===== config.mk =====
export PLATFORM = sky130hd
export DESIGN_NAME = reorg_copy_engine_flat
export DESIGN_NICKNAME = d
export VERILOG_FILES = /design/src/rtl/reorg_copy_engine_if.sv /design/src/rtl/reorg_copy_engine.sv /design/src/flat_wrapper.sv
export SDC_FILE = /design/constraint.sdc
export NUM_CORES = 1
export LEC_CHECK = 0
export ABC_AREA = 1
export BUFFER_PORTS_ARGS = -buffer_cell sky130_fd_sc_hd__buf_2
export CAP_MARGIN = 20
export CORE_MARGIN = 3
export CORE_UTILIZATION = 30
export DETAILED_ROUTE_END_ITERATION = 8
export PLACE_DENSITY = 0.51
export SLEW_MARGIN = 25
export SYNTH_ARGS = -nofsm -noshare
export SYNTH_HDL_FRONTEND = slang
export SYNTH_SLANG_ARGS = --single-unit

===== constraint.sdc =====
create_clock -name clk -period 5.4 [get_ports clk]
set_clock_uncertainty 0.15 [all_clocks]
set_input_delay 0.27 -clock clk [delete_from_list [all_inputs] [get_ports clk]]
set_output_delay 0.27 -clock clk [all_outputs]
set_load 0.1 [all_outputs]

===== src/rtl/reorg_copy_engine_if.sv =====
// Bus bundle for the reorg copy engine: upstream address pairs, the
// source-memory read port and the destination write port.
//
// Handshakes: an address pair moves on a cycle where addr_valid && addr_ready;
// a write moves on a cycle where wr_en && wr_ready, and while wr_en is high
// with wr_ready low the writer holds wr_en/wr_addr/wr_data unchanged. rd_en is
// a plain strobe with no back-pressure: rd_data answers exactly RD_LAT cycles
// later.
`timescale 1ns/1ps
interface reorg_copy_engine_if #(
    parameter int ADDR_W = 16,
    parameter int DATA_W = 16
) ();
    logic              addr_valid;
    logic              addr_ready;
    logic [ADDR_W-1:0] src_addr;
    logic [ADDR_W-1:0] des_addr;
    logic              rd_en;
    logic [ADDR_W-1:0] rd_addr;
    logic [DATA_W-1:0] rd_data;
    logic              wr_en;
    logic [ADDR_W-1:0] wr_addr;
    logic [DATA_W-1:0] wr_data;
    logic              wr_ready;

    // Engine side.
    modport slave (
        input  addr_valid, src_addr, des_addr, rd_data, wr_ready,
        output addr_ready, rd_en, rd_addr, wr_en, wr_addr, wr_data
    );

    // Environment side: address generator, source memory, destination memory.
    modport master (
        output addr_valid, src_addr, des_addr, rd_data, wr_ready,
        input  addr_ready, rd_en, rd_addr, wr_en, wr_addr, wr_data
    );
endinterface


===== src/rtl/reorg_copy_engine.sv =====
// Layer copy engine: takes (src, des) address pairs, reads the source element,
// carries des alongside the read through a tag pipeline, buffers {des, data}
// in a small FIFO and writes it out in acceptance order. A credit check on
// outstanding elements keeps the FIFO from ever overflowing, so the push
// side needs no back-pressure.
`timescale 1ns/1ps
module reorg_copy_engine #(
    parameter int ADDR_W     = 16,
    parameter int DATA_W     = 16,
    parameter int RD_LAT     = 2,
    parameter int FIFO_DEPTH = 4,
    parameter int TOTAL      = 36864
) (
    input  logic                 clk,
    input  logic                 reset_n,
    input  logic                 start,
    output logic                 busy,
    output logic                 done,
    output logic [1:0]           dbg_state,
    reorg_copy_engine_if.slave   bus
);
    localparam int CNT_W = $clog2(TOTAL + 1);
    localparam int PTR_W = (FIFO_DEPTH > 1) ? $clog2(FIFO_DEPTH) : 1;
    localparam int OCC_W = PTR_W + 1;
    localparam int ENT_W = ADDR_W + DATA_W;
    localparam logic [CNT_W-1:0] TOTAL_C = CNT_W'(TOTAL);
    localparam logic [CNT_W:0]   DEPTH_C = (CNT_W + 1)'(FIFO_DEPTH);

    typedef enum logic [1:0] {
        S_IDLE  = 2'd0,
        S_RUN   = 2'd1,
        S_DRAIN = 2'd2,
        S_DONE  = 2'd3
    } state_t;

    state_t            state_q, state_d;
    logic [CNT_W-1:0]  acc_cnt_q, acc_cnt_d, acc_cnt_inc;
    logic [CNT_W-1:0]  wr_cnt_q, wr_cnt_d, wr_cnt_inc;
    logic [CNT_W-1:0]  outstanding;
    logic [ADDR_W-1:0] rd_addr_q, rd_addr_d;
    // Stage 0 is the read-strobe cycle; stage RD_LAT lines up with rd_data.
    logic              pipe_v_q   [RD_LAT+1];
    logic              pipe_v_d   [RD_LAT+1];
    logic [ADDR_W-1:0] pipe_tag_q [RD_LAT+1];
    logic [ADDR_W-1:0] pipe_tag_d [RD_LAT+1];
    logic [ENT_W-1:0]  fifo_mem_q [FIFO_DEPTH];
    logic [ENT_W-1:0]  fifo_mem_d [FIFO_DEPTH];
    logic [PTR_W-1:0]  wr_ptr_q, wr_ptr_d, rd_ptr_q, rd_ptr_d;
    logic [OCC_W-1:0]  occ_q, occ_d;
    logic              addr_ready;
    logic              accept, push, pop, fifo_ne;
    logic [ENT_W-1:0]  head;

    // Handshake qualifiers, credit check and counter increments.
    always_comb begin
        fifo_ne     = (occ_q != '0);
        head        = fifo_mem_q[rd_ptr_q];
        pop         = fifo_ne && bus.wr_ready;
        push        = pipe_v_q[RD_LAT];
        wr_cnt_inc  = (pop && wr_cnt_q != TOTAL_C) ? wr_cnt_q + CNT_W'(1) : wr_cnt_q;
        // Counting this cycle's pop lets a full pipeline keep streaming one
        // pair per cycle; the entry being accepted can never land before it.
        outstanding = acc_cnt_q - wr_cnt_inc;
        addr_ready  = (state_q == S_RUN) && (acc_cnt_q != TOTAL_C)
                      && ({1'b0, outstanding} < DEPTH_C);
        accept      = bus.addr_valid && addr_ready;
        acc_cnt_inc = (accept && acc_cnt_q != TOTAL_C) ? acc_cnt_q + CNT_W'(1) : acc_cnt_q;
    end

    // Layer FSM next state and counter updates.
    always_comb begin
        state_d   = state_q;
        acc_cnt_d = acc_cnt_inc;
        wr_cnt_d  = wr_cnt_inc;
        case (state_q)
            S_IDLE: begin
                if (start) begin
                    state_d   = S_RUN;
                    acc_cnt_d = '0;
                    wr_cnt_d  = '0;
                end
            end
            S_RUN:   if (acc_cnt_inc == TOTAL_C) state_d = S_DRAIN;
            S_DRAIN: if (wr_cnt_inc == TOTAL_C)  state_d = S_DONE;
            S_DONE:  state_d = S_IDLE;
            default: state_d = S_IDLE;
        endcase
    end

    // Read strobe, read address and the des tag pipeline.
    always_comb begin
        rd_addr_d     = accept ? bus.src_addr : rd_addr_q;
        pipe_v_d[0]   = accept;
        pipe_tag_d[0] = accept ? bus.des_addr : '0;
        for (int i = 1; i <= RD_LAT; i++) begin
            pipe_v_d[i]   = pipe_v_q[i-1];
            pipe_tag_d[i] = pipe_tag_q[i-1];
        end
    end

    // Write-data FIFO: unconditional push from the tag pipeline, pop on write.
    always_comb begin
        for (int i = 0; i < FIFO_DEPTH; i++) fifo_mem_d[i] = fifo_mem_q[i];
        wr_ptr_d = wr_ptr_q;
        rd_ptr_d = rd_ptr_q;
        if (push) begin
            fifo_mem_d[wr_ptr_q] = {pipe_tag_q[RD_LAT], bus.rd_data};
            wr_ptr_d             = wr_ptr_q + PTR_W'(1);
        end
        if (pop) rd_ptr_d = rd_ptr_q + PTR_W'(1);
        occ_d = occ_q + OCC_W'(push) - OCC_W'(pop);
    end

    // Control state; everything here is cleared the moment reset_n drops.
    always_ff @(posedge clk or negedge reset_n) begin
        if (!reset_n) begin
            state_q   <= S_IDLE;
            acc_cnt_q <= '0;
            wr_cnt_q  <= '0;
            rd_addr_q <= '0;
            wr_ptr_q  <= '0;
            rd_ptr_q  <= '0;
            occ_q     <= '0;
            for (int i = 0; i <= RD_LAT; i++) begin
                pipe_v_q[i]   <= 1'b0;
                pipe_tag_q[i] <= '0;
            end
        end else begin
            state_q   <= state_d;
            acc_cnt_q <= acc_cnt_d;
            wr_cnt_q  <= wr_cnt_d;
            rd_addr_q <= rd_addr_d;
            wr_ptr_q  <= wr_ptr_d;
            rd_ptr_q  <= rd_ptr_d;
            occ_q     <= occ_d;
            for (int i = 0; i <= RD_LAT; i++) begin
                pipe_v_q[i]   <= pipe_v_d[i];
                pipe_tag_q[i] <= pipe_tag_d[i];
            end
        end
    end

    // FIFO storage; stale contents are unreachable once occupancy is zero.
    always_ff @(posedge clk) begin
        for (int i = 0; i < FIFO_DEPTH; i++) fifo_mem_q[i] <= fifo_mem_d[i];
    end

    assign busy           = (state_q == S_RUN) || (state_q == S_DRAIN);
    assign done           = (state_q == S_DONE);
    assign dbg_state      = state_q;
    assign bus.addr_ready = addr_ready;
    assign bus.rd_en      = pipe_v_q[0];
    assign bus.rd_addr    = rd_addr_q;
    assign bus.wr_en      = fifo_ne;
    assign bus.wr_addr    = fifo_ne ? head[ENT_W-1:DATA_W] : '0;
    assign bus.wr_data    = fifo_ne ? head[DATA_W-1:0] : '0;
endmodule

===== src/flat_wrapper.sv =====
// flat-port wrapper written by rule: the top's interface ports become plain ports
module reorg_copy_engine_flat 
#(
    parameter int ADDR_W     = 16,
    parameter int DATA_W     = 16,
    parameter int RD_LAT     = 2,
    parameter int FIFO_DEPTH = 4,
    parameter int TOTAL      = 36864
)
  (clk, reset_n, start, busy, done, dbg_state, bus_addr_valid, bus_src_addr, bus_des_addr, bus_rd_data, bus_wr_ready, bus_addr_ready, bus_rd_en, bus_rd_addr, bus_wr_en, bus_wr_addr, bus_wr_data);
  reorg_copy_engine_if #(.ADDR_W(ADDR_W), .DATA_W(DATA_W)) bus_i ();
  input  logic clk;
  input  logic reset_n;
  input  logic start;
  output logic busy;
  output logic done;
  output logic [1:0] dbg_state;
  input wire logic [$bits(bus_i.addr_valid)-1:0] bus_addr_valid;
  input wire logic [$bits(bus_i.src_addr)-1:0] bus_src_addr;
  input wire logic [$bits(bus_i.des_addr)-1:0] bus_des_addr;
  input wire logic [$bits(bus_i.rd_data)-1:0] bus_rd_data;
  input wire logic [$bits(bus_i.wr_ready)-1:0] bus_wr_ready;
  output wire logic [$bits(bus_i.addr_ready)-1:0] bus_addr_ready;
  output wire logic [$bits(bus_i.rd_en)-1:0] bus_rd_en;
  output wire logic [$bits(bus_i.rd_addr)-1:0] bus_rd_addr;
  output wire logic [$bits(bus_i.wr_en)-1:0] bus_wr_en;
  output wire logic [$bits(bus_i.wr_addr)-1:0] bus_wr_addr;
  output wire logic [$bits(bus_i.wr_data)-1:0] bus_wr_data;
  assign bus_i.addr_valid = bus_addr_valid;
  assign bus_i.src_addr = bus_src_addr;
  assign bus_i.des_addr = bus_des_addr;
  assign bus_i.rd_data = bus_rd_data;
  assign bus_i.wr_ready = bus_wr_ready;
  assign bus_addr_ready = bus_i.addr_ready;
  assign bus_rd_en = bus_i.rd_en;
  assign bus_rd_addr = bus_i.rd_addr;
  assign bus_wr_en = bus_i.wr_en;
  assign bus_wr_addr = bus_i.wr_addr;
  assign bus_wr_data = bus_i.wr_data;
  reorg_copy_engine #(.ADDR_W(ADDR_W), .DATA_W(DATA_W), .RD_LAT(RD_LAT), .FIFO_DEPTH(FIFO_DEPTH), .TOTAL(TOTAL)) u_core (.clk(clk), .reset_n(reset_n), .start(start), .busy(busy), .done(done), .dbg_state(dbg_state), .bus(bus_i));
endmodule

# Word level (Yosys, flattened, before mapping)
# Memory sizes are Yosys's and may differ from the RTL's.
# Index checks and enable logic that the tools add are counted.
dict set report word_totals {
  ff_bits 108
  output_inout_bits 55
  ram_bits 128
  input_bits 53
  mem_bits_ro 0
  memories 1
  latchBits 0
}
# memory words word_bits read_ports rd_ports_with_merged_regs wr line_no
set mem_list {}
lappend mem_list {u_core.fifo_mem_q 4 32 5 0 4 reorg_copy_engine.sv:46} ;# logic [ENT_W-1:0] fifo_mem_q [FIFO_DEPTH];
dict set report classes {
  n_lt_le_gt_ge 3
  eq_ne 10
  multipliers 0
  addsub 7
  n_bitwise 1
  n_reduce_logical 11
  n_shift 0
  mux 17
  div 0
}
# operator count
set ops {}
lappend ops {{$mux 16} 9}
lappend ops {{$bwmux 128} 1}
lappend ops {{$mux 128} 1}
lappend ops {{$demux 32 s2} 1}
lappend ops {{$add 16x1->16 const B} 2}
lappend ops {{$eq 16x16->1 const B} 2}
lappend ops {{$mux 32} 1}
lappend ops {{$ne 16x16->1 const B} 2}
lappend ops {{$lt 16x3->1 const B} 1}
lappend ops {{$sub 16x16->16} 1}
lappend ops {{$pmux 2 s4} 1}
lappend ops {{$logic_and 1x1->1} 7}
lappend ops {{$mux 2} 3}
lappend ops {{$add 2x1->2 const B} 2}
lappend ops {{$eq 2x2->1 const B} 2}
lappend ops {{$ne 2x2->1 const B} 2}
lappend ops {{$add 3x1->3} 1}
lappend ops {{$ge 3x3->1 const B} 1}
lappend ops {{$lt 3x1->1 const B} 1}
lappend ops {{$not 2->3} 1}
lappend ops {{$reduce_and 3->1} 1}
lappend ops {{$reduce_bool 3->1} 1}
lappend ops {{$sub 3x1->3} 1}
lappend ops {{$eq 2x1->1 const B} 1}
lappend ops {{3 further kinds} 3}

# Longest topological paths before layout
dict set report depth {
  word_depth 13
  ltp_mapped 37
}

# Worst setup path before layout
# Ideal clock, no wire load.
dict set report synth_timing {
  path_kind {register to register}
  start {register u_core.occ_q[1]}
  end {register u_core.rd_addr_q[0] (netlist: u_core.bus.rd_addr[0])}
  setup_time_ps 68
  n_path_buf 2
  path_slack_ps -349
  arrival_ps 5532
  path_stages_with_launch 24
  cell_sequence {dfrtp_1 -> nor2_2 -> a21oi_4 -> buf_6 -> nand3_4 -> or2_2 -> nor2_1 -> nand2_1 -> xor2_1 -> ha_1 -> inv_1 -> nor3_1 -> nor3b_1 -> nand2_1 -> nand3_1 -> nand2_1 -> inv_1 -> o21ai_0 -> nor4_2 -> nand2_1 -> inv_2 -> buf_2 -> nand2_1 -> nand2_1}
}
dict set report synth_between {
  elab_chain_len 8
}
# element line_no
set synth_lines {}
lappend synth_lines {{from (decl)} reorg_copy_engine.sv:49} ;# logic [OCC_W-1:0] occ_q, occ_d;
lappend synth_lines {{from (signal assigned)} reorg_copy_engine.sv:123} ;# occ_q <= '0;
lappend synth_lines {{from (signal assigned)} reorg_copy_engine.sv:135} ;# occ_q <= occ_d;
lappend synth_lines {{$reduce_bool 3->1} reorg_copy_engine.sv:56} ;# fifo_ne = (occ_q != '0);
lappend synth_lines {{$logic_and 1x1->1} reorg_copy_engine.sv:58} ;# pop = fifo_ne && bus.wr_ready;
lappend synth_lines {{net u_core.pop} reorg_copy_engine.sv:51} ;# logic accept, push, pop, fifo_ne;
lappend synth_lines {{$logic_and 1x1->1} reorg_copy_engine.sv:60} ;# wr_cnt_inc = (pop && wr_cnt_q != TOTAL_C) ? wr_cnt_q + CNT_W'(1) : wr_cnt_q;
lappend synth_lines {{$mux 16} reorg_copy_engine.sv:60}
lappend synth_lines {{$sub 16x16->16} reorg_copy_engine.sv:63} ;# outstanding = acc_cnt_q - wr_cnt_inc;
lappend synth_lines {{$lt 16x3->1} reorg_copy_engine.sv:65} ;# && ({1'b0, outstanding} < DEPTH_C);
lappend synth_lines {{$logic_and 1x1->1} reorg_copy_engine.sv:65}
lappend synth_lines {{net bus_addr_ready} flat_wrapper.sv:23} ;# output wire logic [$bits(bus_i.addr_ready)-1:0] bus_addr_ready;
lappend synth_lines {{$logic_and 1x1->1} reorg_copy_engine.sv:66} ;# accept = bus.addr_valid && addr_ready;
lappend synth_lines {{net u_core.accept} reorg_copy_engine.sv:51}
lappend synth_lines {{to (signal assigned)} reorg_copy_engine.sv:132} ;# rd_addr_q <= rd_addr_d;
lappend synth_lines {{to (decl)} reorg_copy_engine.sv:40} ;# logic [ADDR_W-1:0] rd_addr_q, rd_addr_d;
# The timed path passes the listed nets, and every way through them passes these cells.
# A chain may end at the register's enable or synchronous reset.

# Final worst setup path
dict set report layout_timing {
  start {register u_core.wr_cnt_q[0]}
  end {output bus_addr_ready}
}
dict set report layout_between {
  elab_chain_len 6
  word_cells_on_any_way 7
  cone_classes {add/sub (2); order compare (1); eq/ne (1); mux (1); reduce/logical (2)}
}
# element line_no
set layout_lines {}
lappend layout_lines {{from (decl)} reorg_copy_engine.sv:38} ;# logic [CNT_W-1:0] wr_cnt_q, wr_cnt_d, wr_cnt_inc;
lappend layout_lines {{from (signal assigned)} reorg_copy_engine.sv:131} ;# wr_cnt_q <= wr_cnt_d;
lappend layout_lines {{parallel branches: the longest is 2 deep, another holds $add 16x1->16} --}
lappend layout_lines {{$mux 16 (*)} reorg_copy_engine.sv:60}
lappend layout_lines {{$sub 16x16->16 (*)} reorg_copy_engine.sv:63}
lappend layout_lines {{$lt 16x3->1 (*)} reorg_copy_engine.sv:65}
lappend layout_lines {{$logic_and 1x1->1 (*)} reorg_copy_engine.sv:65}
lappend layout_lines {{to (decl)} flat_wrapper.sv:23}
# Mark *: on every way between the ends.

==> out/metrics.csv <==
metric;value;unit
ios;108;
synth_top_area_share;35.1;%
wirelength;27900;µm
grt_usage;14.4;%
fin_setup_tns;0;ps
rsz0062_at_grt;no;
clock_latency;540;ps
wl_per_cell;15.3;µm
synth_area_leaders;edfxtp_1 35%, dfrtp_1 25%, nand2_1 7.7%;
antenna_found_initial;0;
max-vdd-ir-drop;591;µV
seq_power_share;28.8;%
cts_setup_buffers;0;
path_max_fanout;7;
cts_made_buffers;27;
syn_avg_cell_area;9.37;µm²
remaining_drc_errors;0;
drive_gt1_share;15.1;%
clkTransAtPathRegs;60;ps
power_density;519;nW/µm²
use_met1;20.3;%
stdcell_count;1815;
async_flop_share;45.8;%
synth_top_flop_cell;edfxtp_1;
setup_viol;0;
yosysUniqueCellTypes;40;
layout.nets;1409;
required;4980;ps
hold_path_class;in -> reg;
cts_max_level;1;
syn_area;11000;µm²
clock-sinks;236;
place_hpwl;18300;µm
gr-total-overflow;0;
ys_ff_latch;236;
dp_cells;1715;
gp_congestion;0.861;
antenna_cells;0;
num_vias;8408;
clock_power_share;25.3;%
drt_iter0_drc;482;
synth_area_leader_cell;edfxtp_1;
p_int;3580;µW
ys_warn_count;0;
busiest_layer;met2;
cts_tree;done;
p_leak;0.00633;µW
path_class;reg -> out;
synth-edff-count;128;
yosysMostFrequentCell;nand2_1;
combPwrFrac;45.9;%
final.period_utilization;89.8;%
grt_pass1_vias;8493;
fmax;206;MHz
postRouteAntennaNets;0;
ys_top_cells_by_count;224 x nand2_1, 221 x nor2_1, 128 x edfxtp_1, 113 x inv_1, 108 x dfrtp_1;
gr-usage-met3;2.34;%
grt_max_degree;70;
cts_max_path_buffers;3;
grt_use_met2;23.1;%
grt_pass1_wl;45100;µm
area_growth_syn_to_layout;22.2;%
syn_inst;1169;
net-switching-power;3370;µW
endpoint_kind;primary output;
core;35800;µm²
maxSlewHeadroom;41.4;%
min_period;4850;ps
switching_share;48.5;%
critPathLaunchType;flop;
routed_via_density;4.63;
die-height;197;µm
worstMarginPinSlew;879;ps
dr.pass1.iters;6;
worstPathArrival;4430;ps
cts_root_buf;clkbuf_16;
die_x;197;µm
synthesis.nets;1245;
die_area;38900;µm²
max_cap_violations;0;
finalMaxSlewViolations;0;
std_cell_rows;69;
io_buffers;107;
finish.utilization;37.4;%
ys_seq_area_share;59.7;%
start_util;30.6;%
status;completed;
hold_violations;0;
placed cells by master (no fill, tap or decap), types with 17 or more instances in the layout:
cell type / netlist / routed
o21ai_0: 68 / 68
nor2_1: 221 / 221
dlygate4sd3_1: 0 / 50
a21oi_1: 57 / 57
nand3_1: 65 / 65
edfxtp_1: 128 / 128
nand2_1: 224 / 224
clkbuf_16: 0 / 27
dfrtp_1: 108 / 107
buf_2: 2 / 106
inv_1: 113 / 112
xor2_1: 17 / 17
nand4_1: 34 / 34
ha_1: 22 / 22
timing repair:
action	in CTS	in global routing
hold buffers	50	0
setup endpoints to repair	0	2
hold endpoints to repair	166	0
resized for setup	0	1
registers in the layout (all words and copies together) (netlist names):
name	count
u_core.acc_cnt_q	16
u_core.bus.rd_addr	16
u_core.bus.rd_en	1
u_core.dbg_state	2
u_core.fifo_mem_q	128
u_core.occ_q	3
u_core.pipe_tag_d	32
u_core.pipe_tag_q	16
u_core.pipe_v_d	1
u_core.push	1
u_core.rd_ptr_q	2
u_core.wr_cnt_q	16
u_core.wr_ptr_q	2
final cells by class:
cell class | instances | area [µm²]
Clock buffer | 32 | 694
Clock inverter | 18 | 164
Fill cell | 3583 | 22400
Inverter | 121 | 454
Multi-Input combinational cell | 777 | 3820
Sequential cell | 236 | 6550
Tap cell | 461 | 577
Timing Repair Buffer | 170 | 1140
per-layer routing:
| metal | share of wire (%) | vias to the layer above |
|---|---|---|
| met5 | 0 | - |
| met4 | 2.8 | 0 |
| met3 | 5.1 | 49 |
| met2 | 45 | 212 |
| met1 | 48 | 3958 |
| li1 | - | 4189 |
power groups by stage:
stage          Clock (µW)  Combinational, µW  Sequential, µW
2_1_floorplan           0               2530            2080
3_3_place_gp            0               3180            2030
3_5_place_dp            0               3180            2040
4_1_cts              1820               3220            2000
5_1_grt              1890               3440            2010
6_report             1760               3190            2000
worst max-delay path, cell delays in order (launching register included):
cell and delay (ps):
dfrtp_1 370, inv_1 130, ha_1 220, nand2_1 60
inv_1 30, nand2_1 50, nor2_1 40, nand2_2 130
nand2_2 130, nor2_1 250, nand3_1 130, xor2_1 200
ha_1 380, inv_1 70, nor3_1 240, nor3b_1 210
nand2_1 100, nand3_1 80, nand2_1 90, inv_1 60
o21ai_0 130, nor4_4 300, buf_2 470
path summary, 6_finish.rpt:
| kind | from | endpoint | slack, ps | depth (start not counted) |
|---|---|---|---|---|
| max | u_core.wr_cnt_q[0] | bus_addr_ready | 550 | 22 |
| max reg2reg | u_core.wr_cnt_q[0] | u_core.dbg_state[0] | 690 | 32 |
| min in group asynchronous | reset_n | u_core.bus.rd_addr[6] | 240 | 2 |
| min | bus_addr_valid | u_core.acc_cnt_q[0] | 130 | 3 |
| min reg2reg | u_core.pipe_tag_d[25] | u_core.pipe_tag_d[9] | 190 | 0 |
| max in group asynchronous | reset_n | u_core.rd_ptr_q[0] | 3770 | 3 |
logic make-up (layout without fill, tap and decap cells):
logic type	after synthesis	count (layout)	share of synthesized area, %
and+or+nand+nor	595	595	23.8
DFF	236	236	59.7
buffers and inverters	156	341	5.54
AOI/OAI and AO/OA	140	140	6.73
adders and majority gates	23	23	2.69
xor gates and xnor gates	19	19	1.52
stage by stage:
stage               worst slack [ps]  area [µm²]  total power (µW)  hold slack, ps
finish                           550       13400              6950             130
global route                    29.6       13400              7350             130
CTS                              515       13400              7040            88.4
global placement                 667       12000              5210             183
detailed placement               592       12000              5220             185
floorplan                        430       11000              4610            -176
Power figures use the tool's default switching activity.
